### src/rtl/spawn_pkg.sv
// Shared types and constants for the enemy spawn arbiter.
package spawn_pkg;

    localparam int TYPE_W = 3;
    localparam logic [TYPE_W-1:0] SUMMON_NONE = 3'b000;

    typedef enum logic [1:0] {
        S_IDLE,
        S_WAIT,
        S_ISSUE
    } state_t;

endpackage

### src/rtl/enemy_spawn_arbiter_if.sv
// Spawn offer handshake between the arbiter (master) and the enemy-unit array (slave).
interface enemy_spawn_arbiter_if #(
    parameter int SLOT_W = 3
);
    import spawn_pkg::*;

    logic              spawn_valid;
    logic [SLOT_W-1:0] spawn_slot;
    logic [TYPE_W-1:0] spawn_type;
    logic              spawn_ack;

    modport master (output spawn_valid, spawn_slot, spawn_type, input spawn_ack);
    modport slave  (input spawn_valid, spawn_slot, spawn_type, output spawn_ack);

endinterface

### src/rtl/spawn_fifo.sv
// First-word fall-through request FIFO with synchronous flush.
module spawn_fifo #(
    parameter int W     = 3,
    parameter int DEPTH = 4,
    localparam int AW   = $clog2(DEPTH)
) (
    input  logic         clk,
    input  logic         rst,
    input  logic         flush,
    input  logic         push,
    input  logic         pop,
    input  logic [W-1:0] wdata,
    output logic [W-1:0] rdata,
    output logic [AW:0]  count,
    output logic         full,
    output logic         empty
);

    logic [W-1:0]  mem_q [DEPTH];
    logic [AW-1:0] wr_q, rd_q;
    logic [AW:0]   cnt_q;
    logic          do_push, do_pop;

    assign empty   = (cnt_q == '0);
    assign full    = (cnt_q == (AW+1)'(DEPTH));
    assign do_pop  = pop && !empty;
    // A push into a full FIFO is legal when the head leaves in the same cycle.
    assign do_push = push && (!full || do_pop);
    assign rdata   = mem_q[rd_q];
    assign count   = cnt_q;

    always_ff @(posedge clk) begin
        if (do_push) mem_q[wr_q] <= wdata;
    end

    always_ff @(posedge clk) begin
        if (rst || flush) begin
            wr_q  <= '0;
            rd_q  <= '0;
            cnt_q <= '0;
        end else begin
            if (do_push) wr_q <= wr_q + 1'b1;
            if (do_pop)  rd_q <= rd_q + 1'b1;
            case ({do_push, do_pop})
                2'b10:   cnt_q <= cnt_q + 1'b1;
                2'b01:   cnt_q <= cnt_q - 1'b1;
                default: cnt_q <= cnt_q;
            endcase
        end
    end

endmodule

### src/rtl/enemy_spawn_arbiter.sv
// Queues summon requests and grants one free enemy slot per frame tick.
// Define SPAWN_RR_EN for round-robin slot selection; default is lowest-index priority.
module enemy_spawn_arbiter
    import spawn_pkg::*;
#(
    parameter int NUM_SLOTS = 8,
    parameter int QDEPTH    = 4,
    parameter int SLOT_W    = $clog2(NUM_SLOTS)
) (
    input  logic                      Clk,
    input  logic                      Reset,
    input  logic [TYPE_W-1:0]         Summon,
    input  logic                      is_game,
    input  logic                      frame_tick,
    input  logic [NUM_SLOTS-1:0]      slot_free,
    enemy_spawn_arbiter_if.master     spawn,
    output logic [$clog2(QDEPTH):0]   q_count,
    output logic                      overflow
);

    localparam int CW = $clog2(QDEPTH) + 1;

    state_t               state_q, state_d;
    logic [NUM_SLOTS-1:0] rsv_q, rsv_d, elig;
    logic [SLOT_W-1:0]    slot_q, slot_d, sel_slot;
    logic [TYPE_W-1:0]    type_q, type_d, head;
    logic                 ovf_q, ovf_d, sel_found;
    logic                 push_req, push, ack_fire, full, empty;
    logic [CW-1:0]        cnt_after;

    assign push_req  = is_game && (Summon != SUMMON_NONE);
    assign ack_fire  = is_game && (state_q == S_ISSUE) && spawn.spawn_ack;
    assign push      = push_req && (!full || ack_fire);
    assign cnt_after = q_count + CW'(push) - CW'(ack_fire);
    assign elig      = slot_free & ~rsv_q;

    spawn_fifo #(.W(TYPE_W), .DEPTH(QDEPTH)) u_fifo (
        .clk   (Clk),
        .rst   (Reset),
        .flush (!is_game),
        .push  (push),
        .pop   (ack_fire),
        .wdata (Summon),
        .rdata (head),
        .count (q_count),
        .full  (full),
        .empty (empty)
    );

`ifdef SPAWN_RR_EN
    logic [SLOT_W-1:0] last_slot_q;

    always_ff @(posedge Clk) begin
        if (Reset)         last_slot_q <= SLOT_W'(NUM_SLOTS - 1);
        else if (ack_fire) last_slot_q <= slot_q;
    end

    always_comb begin
        logic [SLOT_W-1:0] idx;
        idx       = '0;
        sel_slot  = '0;
        sel_found = 1'b0;
        // Index arithmetic wraps naturally because NUM_SLOTS is a power of two.
        for (int i = 0; i < NUM_SLOTS; i++) begin
            idx = last_slot_q + SLOT_W'(i + 1);
            if (!sel_found && elig[idx]) begin
                sel_slot  = idx;
                sel_found = 1'b1;
            end
        end
    end
`else
    always_comb begin
        sel_slot  = '0;
        sel_found = 1'b0;
        for (int i = NUM_SLOTS - 1; i >= 0; i--) begin
            if (elig[i]) begin
                sel_slot  = SLOT_W'(i);
                sel_found = 1'b1;
            end
        end
    end
`endif

    always_comb begin
        state_d = state_q;
        slot_d  = slot_q;
        type_d  = type_q;
        if (!is_game) begin
            state_d = S_IDLE;
        end else begin
            case (state_q)
                S_IDLE:  if (push || q_count != '0) state_d = S_WAIT;
                S_WAIT: begin
                    if (frame_tick && !empty && sel_found) begin
                        slot_d  = sel_slot;
                        type_d  = head;
                        state_d = S_ISSUE;
                    end
                end
                S_ISSUE: if (spawn.spawn_ack) state_d = (cnt_after != '0) ? S_WAIT : S_IDLE;
                default: state_d = S_IDLE;
            endcase
        end
    end

    always_comb begin
        rsv_d = rsv_q & slot_free;
        if (ack_fire) rsv_d[slot_q] = 1'b1;
        if (!is_game) rsv_d = '0;
        ovf_d = ovf_q;
        if (!is_game) ovf_d = 1'b0;
        if (push_req && full && !ack_fire) ovf_d = 1'b1;
    end

    always_ff @(posedge Clk) begin
        if (Reset) begin
            state_q <= S_IDLE;
            slot_q  <= '0;
            type_q  <= '0;
            rsv_q   <= '0;
            ovf_q   <= 1'b0;
        end else begin
            state_q <= state_d;
            slot_q  <= slot_d;
            type_q  <= type_d;
            rsv_q   <= rsv_d;
            ovf_q   <= ovf_d;
        end
    end

    assign spawn.spawn_valid = (state_q == S_ISSUE);
    assign spawn.spawn_slot  = slot_q;
    assign spawn.spawn_type  = type_q;
    assign overflow          = ovf_q;

endmodule

### src/flat_wrapper.sv
// flat-port wrapper written by rule: the top's interface ports become plain ports
module enemy_spawn_arbiter_flat import spawn_pkg::*;
#(
    parameter int NUM_SLOTS = 8,
    parameter int QDEPTH    = 4,
    parameter int SLOT_W    = $clog2(NUM_SLOTS)
)
  (Clk, Reset, Summon, is_game, frame_tick, slot_free, q_count, overflow, spawn_spawn_valid, spawn_spawn_slot, spawn_spawn_type, spawn_spawn_ack);
  enemy_spawn_arbiter_if #(.SLOT_W(SLOT_W)) spawn_i ();
  input  logic Clk;
  input  logic Reset;
  input  logic [TYPE_W-1:0] Summon;
  input  logic is_game;
  input  logic frame_tick;
  input  logic [NUM_SLOTS-1:0] slot_free;
  output logic [$clog2(QDEPTH):0] q_count;
  output logic overflow;
  output wire logic [$bits(spawn_i.spawn_valid)-1:0] spawn_spawn_valid;
  output wire logic [$bits(spawn_i.spawn_slot)-1:0] spawn_spawn_slot;
  output wire logic [$bits(spawn_i.spawn_type)-1:0] spawn_spawn_type;
  input wire logic [$bits(spawn_i.spawn_ack)-1:0] spawn_spawn_ack;
  assign spawn_spawn_valid = spawn_i.spawn_valid;
  assign spawn_spawn_slot = spawn_i.spawn_slot;
  assign spawn_spawn_type = spawn_i.spawn_type;
  assign spawn_i.spawn_ack = spawn_spawn_ack;
  enemy_spawn_arbiter #(.NUM_SLOTS(NUM_SLOTS), .QDEPTH(QDEPTH), .SLOT_W(SLOT_W)) u_core (.Clk(Clk), .Reset(Reset), .Summon(Summon), .is_game(is_game), .frame_tick(frame_tick), .slot_free(slot_free), .spawn(spawn_i), .q_count(q_count), .overflow(overflow));
endmodule
### config.mk
export PLATFORM = sky130hd
export DESIGN_NAME = enemy_spawn_arbiter_flat
export DESIGN_NICKNAME = d
export VERILOG_FILES = /design/src/rtl/spawn_pkg.sv /design/src/rtl/enemy_spawn_arbiter_if.sv /design/src/rtl/spawn_fifo.sv /design/src/rtl/enemy_spawn_arbiter.sv /design/src/flat_wrapper.sv
export SDC_FILE = /design/constraint.sdc
export NUM_CORES = 1
export LEC_CHECK = 0
export ABC_CLOCK_PERIOD_IN_PS = 4000
export CAP_MARGIN = 10
export CELL_PAD_IN_SITES_DETAIL_PLACEMENT = 1
export CELL_PAD_IN_SITES_GLOBAL_PLACEMENT = 1
export CORE_AREA = 2 2 82 64
export CTS_CLUSTER_SIZE = 20
export DETAILED_ROUTE_END_ITERATION = 8
export DIE_AREA = 0 0 84 66
export HOLD_SLACK_MARGIN = 0.08
export PLACE_DENSITY_LB_ADDON = 0.1
export REMOVE_ABC_BUFFERS = 1
export SYNTH_ARGS = -nofsm -noshare
export SYNTH_HDL_FRONTEND = slang
export SYNTH_HIERARCHICAL = 1
export SYNTH_SLANG_ARGS = --single-unit
export TNS_END_PERCENT = 20
### constraint.sdc
create_clock -name Clk -period 4 [get_ports Clk]
set_input_delay 0.8 -clock Clk [delete_from_list [all_inputs] [get_ports Clk]]
set_output_delay 0.8 -clock Clk [all_outputs]
set_load 0.02 [all_outputs]
==> reports/metrics.csv, run 1 <==
stage,metric,value,unit
cts,CTS tree,done,
die,die height,66,um
routing,First-pass DRT Iterations,4,
pwr,Comb power frac,0.099,
setup_path,sum of buffers and inverters on the critical path,4,
final_layout,FILL cells,534,
sta,Fin Setup TNS,0,ps
routing,final wirelength,4.70,mm
sta,RSZ-0062 raised after global routing,false,
routing,vias per cell,5.37,
setup_path,CP Cell Sequence,clkdlybuf4s50_1 -> nand4b_1 -> inv_1 -> or4b_1 -> and2_4 -> inv_1 -> ha_1 -> inv_1 -> fa_1 -> xor2_1 -> or3_1 -> a21oi_1,
yosys,syn_area_per_cell,10.4,um^2
sta,Slew Limit Fails,0,
setup_path,Critical Path Start,spawn_spawn_ack,
pwr,net switching power,189,uW
routing,Antenna Violating Nets Remaining,0,
final_layout,Layout area overhead,21.9,%
routing,DR vias,1499,
grt,Total GRT Usage,0.186,
sta,Setup Viol. Count Final,0,
grt,antenna violations before repair,0,
cts,CTS Buffer Depth,2,
worst_hold_path,HP Start,u_core/spawn.spawn_type[0]$_SDFFE_PP0P_,
placement,dpl cell area,0.00227,mm^2
setup_path,"Max stage delay cell, worst path",or4b_1,
pwr,Pint,557,uW
grt,first-pass GRT wire length,7.88,mm
outcome,status,"complete, no violations",
cts,clock sinks,38,
die,Die X,84,um
yosys,largest area contributor in the netlist,dfxtp_1,
pwr,Seq pwr share,0.548,
pwr,Leakage,0.000826,uW
die,core area,0.00476,mm^2
yosys,XOR/XNOR Fraction of Synth Area,0.0182,
sta,Period minus WS final,3390,ps
final_layout,Finished Cell Area,0.00235,mm^2
die,Initial Util,0.405,
setup_path,Critical Path Source Type,input pin,
sta,Fin. Hold Viols,0,
setup_path,CP endpoint kind,flop,
yosys,sequential share of the synthesized area,0.457,
grt,number of global-route vias before repair,1556,
yosys,Cells after Synth,186,
yosys,post-synth cell types,51,
worst_hold_path,worst hold path class,reg -> reg,
yosys,Synth Flop Type,dfxtp_1,
cts,Worst-path clk slew,70,ps
yosys,adder-cell area share of the yosys netlist,0.0661,
yosys,number of synthesized register bits,38,
pwr,PD cells,317,mW/mm^2
yosys,simple-gate portion of the synthesized area,0.202,
routing,routed len/inst,16.9,um
grt,largest net degree at the start of global routing,13,
yosys,Synth area leaders,"dfxtp_1 27%, edfxtp_1 19%, ha_1 4.5%, nor2_1 3.9%, inv_1 3.5%",
setup_path,Worst EP arrival,3630,ps
setup_path,most frequent CP cell,inv_1,
sta,WHS,464,ps
setup_path,WS Path Type,in -> reg,
routing,Post-route DRC,0,
sta,clk_skew,8.16,ps
final_layout,Layout Nets,243,
placement,Final HPWL DP,3.65,mm
cts,H-tree levels,2,
cts,post-cts resize count,0,
yosys,main combinational cell family by area after synthesis,simple AND/OR/NAND/NOR gates,
cts,CTS Buf Count,5,
die,num rows,22,
placement,Placed Cells,271,
sta,Max-slew headroom,0.594,
cts,"Clk Latency, worst-skew pair",300,ps
placement,IO buf count,26,
placement,GPL Wtd Cong,0.912,
yosys,post-synthesis compound-gate area fraction,0.163,
setup_path,CP max stage delay,620,ps
yosys,yosys warns,6,
yosys,"top cells by count, synth","26 x dfxtp_1, 20 x nor2_1, 18 x inv_1",
pwr,Clk pwr share,0.353,
yosys,top-area cell type share of the netlist area,0.270,
yosys,top-count cell post-synth,dfxtp_1,
cts,Clock Root Buffer,clkbuf_8,
pwr,switching share of power,0.253,
final_layout,final core utilization,0.494,
cts,hold_buf cts,0,
sta,fmax,295,MHz
grt,GR Overflow Total,0,
yosys,number of synthesized flops with an enable pin,12,
sta,Slew @ Worst Pin,605,ps
final_layout,ant diodes,0,
final_layout,Final Non-Filler Cells,279,
routing,First DRT Iteration DRCs,52,
yosys,Post-Syn Area,0.00193,mm^2
yosys,post-synthesis mux area share,0.0506,
setup_path,CP required,4230,ps
yosys,fraction of registers with async set/reset,0,
sta,period utilization,0.848,
setup_path,reg2reg start,u_core/state_q[0]$_SDFFE_PP0P_,
job,number of max-cap violations,0,
final_layout,share of layout cells above drive strength 1,0.128,
setup_path,critical path's top delay family,simple AND/OR/NAND/NOR gates,
die,boundary pin count,27,
cts,postcts setup bufs,0,
pwr,VDD IR max,0.140,mV
die,Die ar.,0.00554,mm^2
setup_path,worst-path maximum fanout,8,
tightest hold or removal path: stages (launching register included):
cell	delay (ps)
dfxtp_1	310
nand2_1	50
mux2i_1	60
final timing paths:
| kind | to | slack, ps | cells past startpoint |
|---|---|---|---|
| max | u_core/u_fifo/count[2]$_SDFFE_PP0P_ | 610 | 12 |
| min | u_core/spawn.spawn_type[0]$_SDFFE_PP0P_ | 460 | 2 |
| max reg2reg | u_core/u_fifo/count[2]$_SDFFE_PP0P_ | 1080 | 11 |
| min reg2reg | u_core/spawn.spawn_type[0]$_SDFFE_PP0P_ | 460 | 2 |
through the flow:
stage	setup WS, ps	total power, uW
2_1_floorplan	932	455
5_1_grt	387	778
3_5_place_dp	314	491
4_1_cts	617	755
6_report	608	746
3_3_place_gp	450	487
flip-flops by register name (all words and copies together) (netlist names), named ones only:
| register | flops |
|---|---|
| u_core/u_fifo/mem_q | 12 |
| u_core/rsv_q | 8 |
| u_core/spawn.spawn_slot | 3 |
| u_core/spawn.spawn_type | 3 |
| u_core/u_fifo/count | 3 |
| u_core/state_q | 2 |
| u_core/u_fifo/rd_q | 2 |
| u_core/u_fifo/wr_q | 2 |
| u_core/overflow | 1 |
layout make-up:
class / instances / area, um^2 / share of cell area
Timing Repair Buffer: 28 / 275 / 0.117
Inverter: 19 / 71.3 / 0.0303
Tap cell: 60 / 75.1 / 0.0319
Multi-Input combinational cell: 126 / 965 / 0.410
Clock buffer: 5 / 68.8 / 0.0293
Clock inverter: 3 / 16.3 / 0.00691
Sequential cell: 38 / 881 / 0.374
layout by cell type (no fill, tap or decap), drive strengths merged, types with 3 or more instances in the layout:
cell           count
xor2               3
edfxtp            12
or3                3
inv               18
mux2i              3
a21oi              7
nand2             15
nor2              20
clkdlybuf4s50     26
nand2b             4
nor2b              8
clkinv             3
a22oi              6
and3               5
nor3               3
o21ai              4
nand3              3
mux4               3
clkbuf             5
dfxtp             26
ha                 7
a31oi              3
metal layers:
metal	global-route usage	share of wire	up-vias	routed length, um
met5	0	0	-	0
met4	0.0544	0.013	0	60
met3	0.0549	0.035	9	165
met2	0.296	0.44	26	2050
met1	0.248	0.52	730	2430
li1	-	-	734	-
power by group through the flow:
stage | Combinational (uW) | Sequential (uW) | Clock, uW
2_1_floorplan | 37.7 | 417 | 0
3_3_place_gp | 70.7 | 417 | 0
3_5_place_dp | 73.9 | 417 | 0
4_1_cts | 74.3 | 408 | 272
5_1_grt | 81.3 | 409 | 287
6_report | 74.1 | 409 | 263
cell families after synthesis:
| kind of cell | count (synthesis) |
|---|---|
| AO/OA/AOI/OAI | 36 |
| XOR/XNOR | 4 |
| adder cells (fa/ha/maj) | 9 |
| buffers and inverters | 22 |
| flip-flops | 38 |
| multiplexers | 6 |
| AND/OR/NAND/NOR | 71 |
(Power assumes the default switching activity.)
==> run 2: changes to the inputs <==
--- a/config.mk
+++ b/config.mk
@@ -5,14 +5,14 @@
 export SDC_FILE = /design/constraint.sdc
 export NUM_CORES = 1
 export LEC_CHECK = 0
-export ABC_CLOCK_PERIOD_IN_PS = 4000
+export ABC_CLOCK_PERIOD_IN_PS = 2900
 export CAP_MARGIN = 10
 export CELL_PAD_IN_SITES_DETAIL_PLACEMENT = 1
 export CELL_PAD_IN_SITES_GLOBAL_PLACEMENT = 1
-export CORE_AREA = 2 2 82 64
+export CORE_AREA = 2 2 86 67
 export CTS_CLUSTER_SIZE = 20
 export DETAILED_ROUTE_END_ITERATION = 8
-export DIE_AREA = 0 0 84 66
+export DIE_AREA = 0 0 88 69
 export HOLD_SLACK_MARGIN = 0.08
 export PLACE_DENSITY_LB_ADDON = 0.1
 export REMOVE_ABC_BUFFERS = 1
==> constraint.sdc (replaced) <==
create_clock -name Clk -period 2.9 [get_ports Clk]
set_input_delay 0.58 -clock Clk [delete_from_list [all_inputs] [get_ports Clk]]
set_output_delay 0.58 -clock Clk [all_outputs]
set_load 0.02 [all_outputs]
==> reports/metrics.csv, run 2 (synthesized netlist as in run 1, its figures left out) <==
stage,metric,value,unit,change
outcome,status,"complete, no violations",,unchanged
worst_hold_path,HP Start,u_core/spawn.spawn_type[0]$_SDFFE_PP0P_,,unchanged
setup_path,reg2reg start,u_core/state_q[0]$_SDFFE_PP0P_,,unchanged
setup_path,"reg-to-reg slack, setup",170,ps,was 1080 ps
placement,IO buf count,26,,unchanged
final_layout,most frequent cells in the layout,"27 x buf_4, 26 x dfxtp_1, 21 x clkdlybuf4s50_1",,"was 26 x clkdlybuf4s50_1, 26 x dfxtp_1, 20 x nor2_1"
placement,"worst slack, placed",-405,ps,was 314 ps
die,Die ar.,0.00607,mm^2,was 0.00554 mm^2
cts,Worst-path clk slew,80,ps,was 70 ps
setup_path,Worst R2R End,u_core/u_fifo/count[2]$_SDFFE_PP0P_,,unchanged
sta,setup ws final,103,ps,was 608 ps
final_layout,share of layout cells above drive strength 1,0.250,,was 0.128
final_layout,Largest regs,"u_core/u_fifo/mem_q x12, u_core/rsv_q x8",,unchanged
job,number of max-cap violations,0,,unchanged
routing,Post-route DRC,0,,unchanged
grt,first-pass GRT wire length,8.25,mm,was 7.88 mm
setup_path,Critical Path Source Type,input pin,,unchanged
final_layout,Layout Nets,268,,was 243
die,boundary pin count,27,,unchanged
placement,GPL Wtd Cong,0.798,,was 0.912
grt,antenna violations before repair,0,,unchanged
placement,Placed Cells,299,,was 271
routing,First-pass DRT Iterations,4,,unchanged
final_layout,Layout area overhead,34.6,%,was 21.9%
worst_hold_path,worst hold path class,reg -> reg,,unchanged
setup_path,Worst EP arrival,3020,ps,was 3630 ps
grt,GR Overflow Total,0,,unchanged
cts,CTS Buf Count,5,,unchanged
grt,Total GRT Usage,0.178,,was 0.186
sta,Max-slew headroom,0.697,,was 0.594
routing,DR vias,1623,,was 1499
cts,clock sinks,38,,unchanged
sta,fmax,358,MHz,
worst_hold_path,hold path depth,2,,unchanged
die,core area,0.00521,mm^2,was 0.00476 mm^2
final_layout,Final Non-Filler Cells,319,,was 279
final_layout,number of flip-flops in the largest register,12,,unchanged
setup_path,WS Path Type,in -> reg,,unchanged
die,Initial Util,0.370,,was 0.405
cts,Clock Root Buffer,clkbuf_8,,unchanged
sta,clk_skew,5.98,ps,was 8.16 ps
setup_path,worst r2r path cells,11,,unchanged
routing,routed len/inst,15.7,um,was 16.9 um
sta,period utilization,0.964,,
cts,"Clk Latency, worst-skew pair",290,ps,was 300 ps
cts,CTS tree,done,,unchanged
cts,CTS Buffer Depth,2,,unchanged
pwr,VDD IR max,0.165,mV,was 0.140 mV
routing,vias per cell,5.09,,was 5.37
pwr,PD cells,408,mW/mm^2,was 317 mW/mm^2
final_layout,ant diodes,0,,unchanged
sta,Fin. Hold Viols,0,,unchanged
setup_path,CP endpoint kind,flop,,unchanged
sta,Period minus WS final,2800,ps,
sta,Slew @ Worst Pin,455,ps,was 605 ps
placement,Final HPWL DP,3.71,mm,was 3.65 mm
sta,Setup Viol. Count Final,0,,unchanged
cts,H-tree levels,2,,unchanged
routing,Antenna Violating Nets Remaining,0,,unchanged
setup_path,worst-path maximum fanout,3,,was 8
final_layout,Largest Register,u_core/u_fifo/mem_q,,unchanged
final_layout,final core utilization,0.498,,was 0.494
routing,First DRT Iteration DRCs,45,,was 52
setup_path,CP required,3120,ps,was 4230 ps
cts,hold_buf cts,0,,unchanged
sta,Fin Setup TNS,0,ps,unchanged
worst_hold_path,Hold Path Sink,u_core/spawn.spawn_type[0]$_SDFFE_PP0P_,,unchanged
grt,largest net degree at the start of global routing,13,,unchanged
die,num rows,23,,was 22
sta,Slew Limit Fails,0,,unchanged
sta,RSZ-0062 raised after global routing,false,,unchanged
die,die height,69,um,was 66 um
final_layout,"most common cell after layout, fill and taps aside",buf_4,,
grt,number of global-route vias before repair,1667,,was 1556
pwr,Leakage,0.000978,uW,was 0.000826 uW
die,Die X,88,um,was 84 um
routing,final wirelength,5.00,mm,was 4.70 mm
run 2: cell types whose count changed in the layout (fill, tap and decap cells not counted), sizes merged:
| cell | change |
|---|---|
| buf | +25 |
| clkbuf | +1 |
| clkdlybuf4s50 | -5 |
| clkinv | -1 |
| dlygate4sd2 | +2 |
| dlymetal6s2s | +3 |
run 2: area by class of cell:
cell class	instances	area, um^2
sequential	38	881
multi-input combinational	126	987
timing repair buffer	53	468
tap	75	93.8
inverter	19	71.3
clock buffer	6	82.6
clock inverter	2	12.5
fill	584	2610
run 2: power by group:
| group | internal, uW | leakage, uW | switching [uW] |
|---|---|---|---|
| Sequential | 556 | 0.000320 | 7.26 |
| Combinational | 55.0 | 0.000611 | 56.1 |
| Clock | 191 | 0.0000472 | 193 |
run 2: how the worst max path moves through the flow:
| stage | slack [ps] | endpoint | startpoint | cells past startpoint |
|---|---|---|---|---|
| floorplan | 50 | u_core/u_fifo/count[2]$_SDFFE_PP0P_ | spawn_spawn_ack | 11 |
| global placement | -330 | u_core/state_q[0]$_SDFFE_PP0P_ | Summon[1] | 9 |
| detailed placement | -400 | u_core/u_fifo/count[2]$_SDFFE_PP0P_ | is_game | 12 |
| CTS | 10 | u_core/u_fifo/count[2]$_SDFFE_PP0P_ | spawn_spawn_ack | 12 |
| global route | 30 | u_core/u_fifo/count[2]$_SDFFE_PP0P_ | is_game | 12 |
| finish | 100 | u_core/u_fifo/count[2]$_SDFFE_PP0P_ | is_game | 12 |
run 2: repair_timing:
item,CTS,global route
setup buffers,10,2
gates resized for setup,7,6
setup endpoints to repair,2,10
pin swaps,1,2
run 2: critical path: stages:
cell and delay (ps):
dlygate4sd2_1 260, nand4b_1 170, inv_1 80, or4b_4 490
and2_4 180, inv_1 50, ha_2 170, inv_1 50
fa_2 330, xor2_1 160, or3_1 360, a21oi_2 130
run 2: metal layers:
layer	global-route usage	vias to the layer above	wire, um	share of wire
met1	0.257	802	2460	0.49
met2	0.265	33	2280	0.46
li1	-	784	-	-
met3	0.0383	4	208	0.042
met5	0	-	0	0
met4	0.0530	0	47	0.0094
run 2: per-stage QoR:
step	area, um^2	hold slack, ps	total power [uW]
after CTS	2570	476	1070
after global placement	2380	442	682
after global routing	2600	488	1100
after floorplan	1920	458	627
final	2600	478	1060
after detailed placement	2380	466	686
==> run 3: changes to the inputs <==
--- a/config.mk
+++ b/config.mk
@@ -15,6 +15,7 @@
 export DIE_AREA = 0 0 88 69
 export HOLD_SLACK_MARGIN = 0.08
 export PLACE_DENSITY_LB_ADDON = 0.1
+export RECOVER_POWER = 50
 export REMOVE_ABC_BUFFERS = 1
 export SYNTH_ARGS = -nofsm -noshare
 export SYNTH_HDL_FRONTEND = slang
==> reports/metrics.csv, run 3 (synthesized netlist as in run 1, its figures left out) <==
stage,metric,value,unit,change
outcome,status,"complete, no violations",,unchanged
pwr,Clk pwr share,0.365,,was 0.363
cts,"Clk Latency, worst-skew pair",290,ps,about the same
cts,H-tree levels,2,,unchanged
worst_hold_path,hold path depth,2,,unchanged
routing,routed len/inst,15.7,um,about the same
sta,fmax,357,MHz,was 358 MHz
grt,antenna violations before repair,0,,unchanged
routing,Post-route DRC,0,,unchanged
final_layout,ant diodes,0,,unchanged
final_layout,number of flip-flops in the largest register,12,,unchanged
die,core area,0.00521,mm^2,unchanged
routing,M1 WL,2.49,mm,was 2.46 mm
final_layout,Finished Cell Area,0.00255,mm^2,was 0.00260 mm^2
placement,GPL Wtd Cong,0.798,,unchanged
final_layout,most frequent cells in the layout,"26 x dfxtp_1, 25 x buf_4, 18 x inv_1, 18 x nor2_1, 14 x clkdlybuf4s50_1",,"was 27 x buf_4, 26 x dfxtp_1, 21 x clkdlybuf4s50_1"
routing,met2 routed WL,2.28,mm,unchanged
sta,Max-slew headroom,0.275,,was 0.697
setup_path,Critical Path Source Type,input pin,,unchanged
pwr,VDD IR max,0.165,mV,about the same
grt,Total GRT Usage,0.178,,unchanged
setup_path,WS Path Type,in -> reg,,unchanged
setup_path,CP endpoint kind,flop,,unchanged
pwr,Seq pwr share,0.535,,was 0.532
pwr,Leakage,0.000964,uW,was 0.000978 uW
final_layout,FILL cells,589,,was 584
cts,Clock Root Buffer,clkbuf_8,,unchanged
pwr,switching share of power,0.242,,about the same
job,number of max-cap violations,0,,unchanged
die,Initial Util,0.370,,unchanged
cts,hold_buf cts,0,,unchanged
cts,CTS Buffer Depth,2,,unchanged
grt,number of global-route vias before repair,1667,,unchanged
die,die height,69,um,unchanged
placement,"worst slack, placed",-405,ps,unchanged
worst_hold_path,worst hold path class,reg -> reg,,unchanged
die,boundary pin count,27,,unchanged
setup_path,CP required,3120,ps,about the same
routing,DR vias,1612,,was 1623
pwr,PD cells,413,mW/mm^2,was 408 mW/mm^2
setup_path,worst r2r path cells,11,,unchanged
die,Die ar.,0.00607,mm^2,unchanged
grt,first-pass GRT wire length,8.25,mm,unchanged
final_layout,Layout Nets,268,,unchanged
cts,CTS Buf Count,5,,unchanged
sta,period utilization,0.966,,was 0.964
sta,Setup Viol. Count Final,0,,unchanged
routing,Antenna Violating Nets Remaining,0,,unchanged
grt,GR Overflow Total,0,,unchanged
sta,Fin. Hold Viols,0,,unchanged
final_layout,Layout area overhead,32.2,%,was 34.6%
final_layout,share of layout cells above drive strength 1,0.221,,was 0.250
cts,Worst-path clk slew,80,ps,about the same
routing,vias per cell,5.05,,was 5.09
sta,Period minus WS final,2800,ps,about the same
routing,DR WL met3,187,um,was 208 um
sta,setup ws final,98.8,ps,was 103 ps
routing,First DRT Iteration DRCs,50,,was 45
sta,RSZ-0062 raised after global routing,false,,unchanged
setup_path,Worst EP arrival,3020,ps,about the same
final_layout,Largest regs,"u_core/u_fifo/mem_q x12, u_core/rsv_q x8",,unchanged
routing,DR top layer,met4,,unchanged
final_layout,Largest Register,u_core/u_fifo/mem_q,,unchanged
sta,clk_skew,6.92,ps,was 5.98 ps
sta,Slew @ Worst Pin,1080,ps,was 455 ps
placement,Final HPWL DP,3.71,mm,unchanged
pwr,Comb power frac,0.101,,was 0.105
placement,dpl cell area,0.00238,mm^2,unchanged
die,num rows,23,,unchanged
routing,First-pass DRT Iterations,6,,was 4
cts,CTS tree,done,,unchanged
pwr,net switching power,255,uW,was 256 uW
die,Die X,88,um,unchanged
pwr,Pint,799,uW,was 802 uW
routing,final wirelength,5.01,mm,was 5.00 mm
cts,clock sinks,38,,unchanged
grt,largest net degree at the start of global routing,13,,unchanged
placement,IO buf count,26,,unchanged
final_layout,"most common cell after layout, fill and taps aside",dfxtp_1,,was buf_4
sta,Slew Limit Fails,0,,unchanged
setup_path,worst-path maximum fanout,3,,unchanged
[run 3: layout make-up]
class                   count  area (um^2)  area share
clock inverters             2         12.5     0.00491
inverters                  19         71.3      0.0280
multi-input cells         126          966       0.379
repair buffers             53          443       0.174
flip-flops and latches     38          881       0.345
well taps                  75         93.8      0.0368
clock buffers               6         82.6      0.0324
[run 3: final timing paths]
check	from	end	slack, ps
hold reg to reg	u_core/spawn.spawn_type[0]$_SDFFE_PP0P_	u_core/spawn.spawn_type[0]$_SDFFE_PP0P_	480
hold / removal	u_core/spawn.spawn_type[0]$_SDFFE_PP0P_	u_core/spawn.spawn_type[0]$_SDFFE_PP0P_	480
setup reg to reg	u_core/state_q[0]$_SDFFE_PP0P_	u_core/u_fifo/count[2]$_SDFFE_PP0P_	170
setup / recovery	is_game	u_core/u_fifo/count[2]$_SDFFE_PP0P_	100
[run 3: metal layers]
| metal | track usage | up-vias |
|---|---|---|
| li1 | - | 783 |
| met2 | 0.265 | 31 |
| met1 | 0.257 | 794 |
| met4 | 0.0530 | 0 |
| met5 | 0 | - |
| met3 | 0.0383 | 4 |
[run 3: repair_timing]
action | in CTS | in global routing
setup endpoints to repair | 2 | 10
buffers inserted | 10 | 2
gates resized for setup | 7 | 6
endpoints found under the hold margin | 0 | 0
pin swaps | 1 | 2
[run 3: per-stage QoR]
| stage | instances | power [uW] | util | setup TNS [ps] | hold WS, ps |
|---|---|---|---|---|---|
| floorplan | 183 | 627 | - | 0 | 458 |
| CTS | 317 | 1070 | 0.493 | 0 | 476 |
| global route | 319 | 1100 | 0.490 | 0 | 485 |
| global placement | 299 | 682 | 0.458 | -685 | 442 |
| finish | 319 | 1050 | 0.490 | 0 | 475 |
| detailed placement | 299 | 686 | 0.458 | -885 | 466 |
[run 3: worst max-delay path: stages]
cell           delay [ps]
dlygate4sd2_1         260
nand4b_1              170
inv_1                  80
or4b_4                490
and2_4                180
inv_1                  50
ha_2                  170
inv_1                  50
fa_2                  330
xor2_1                160
or3_1                 360
a21oi_2               130
[run 3: power by group through the flow]
stage	combinational, uW	clock (uW)	sequential [uW]
2_1_floorplan	52.1	0	575
3_3_place_gp	107	0	575
3_5_place_dp	111	0	575
4_1_cts	112	396	563
5_1_grt	118	415	565
6_report	106	384	563
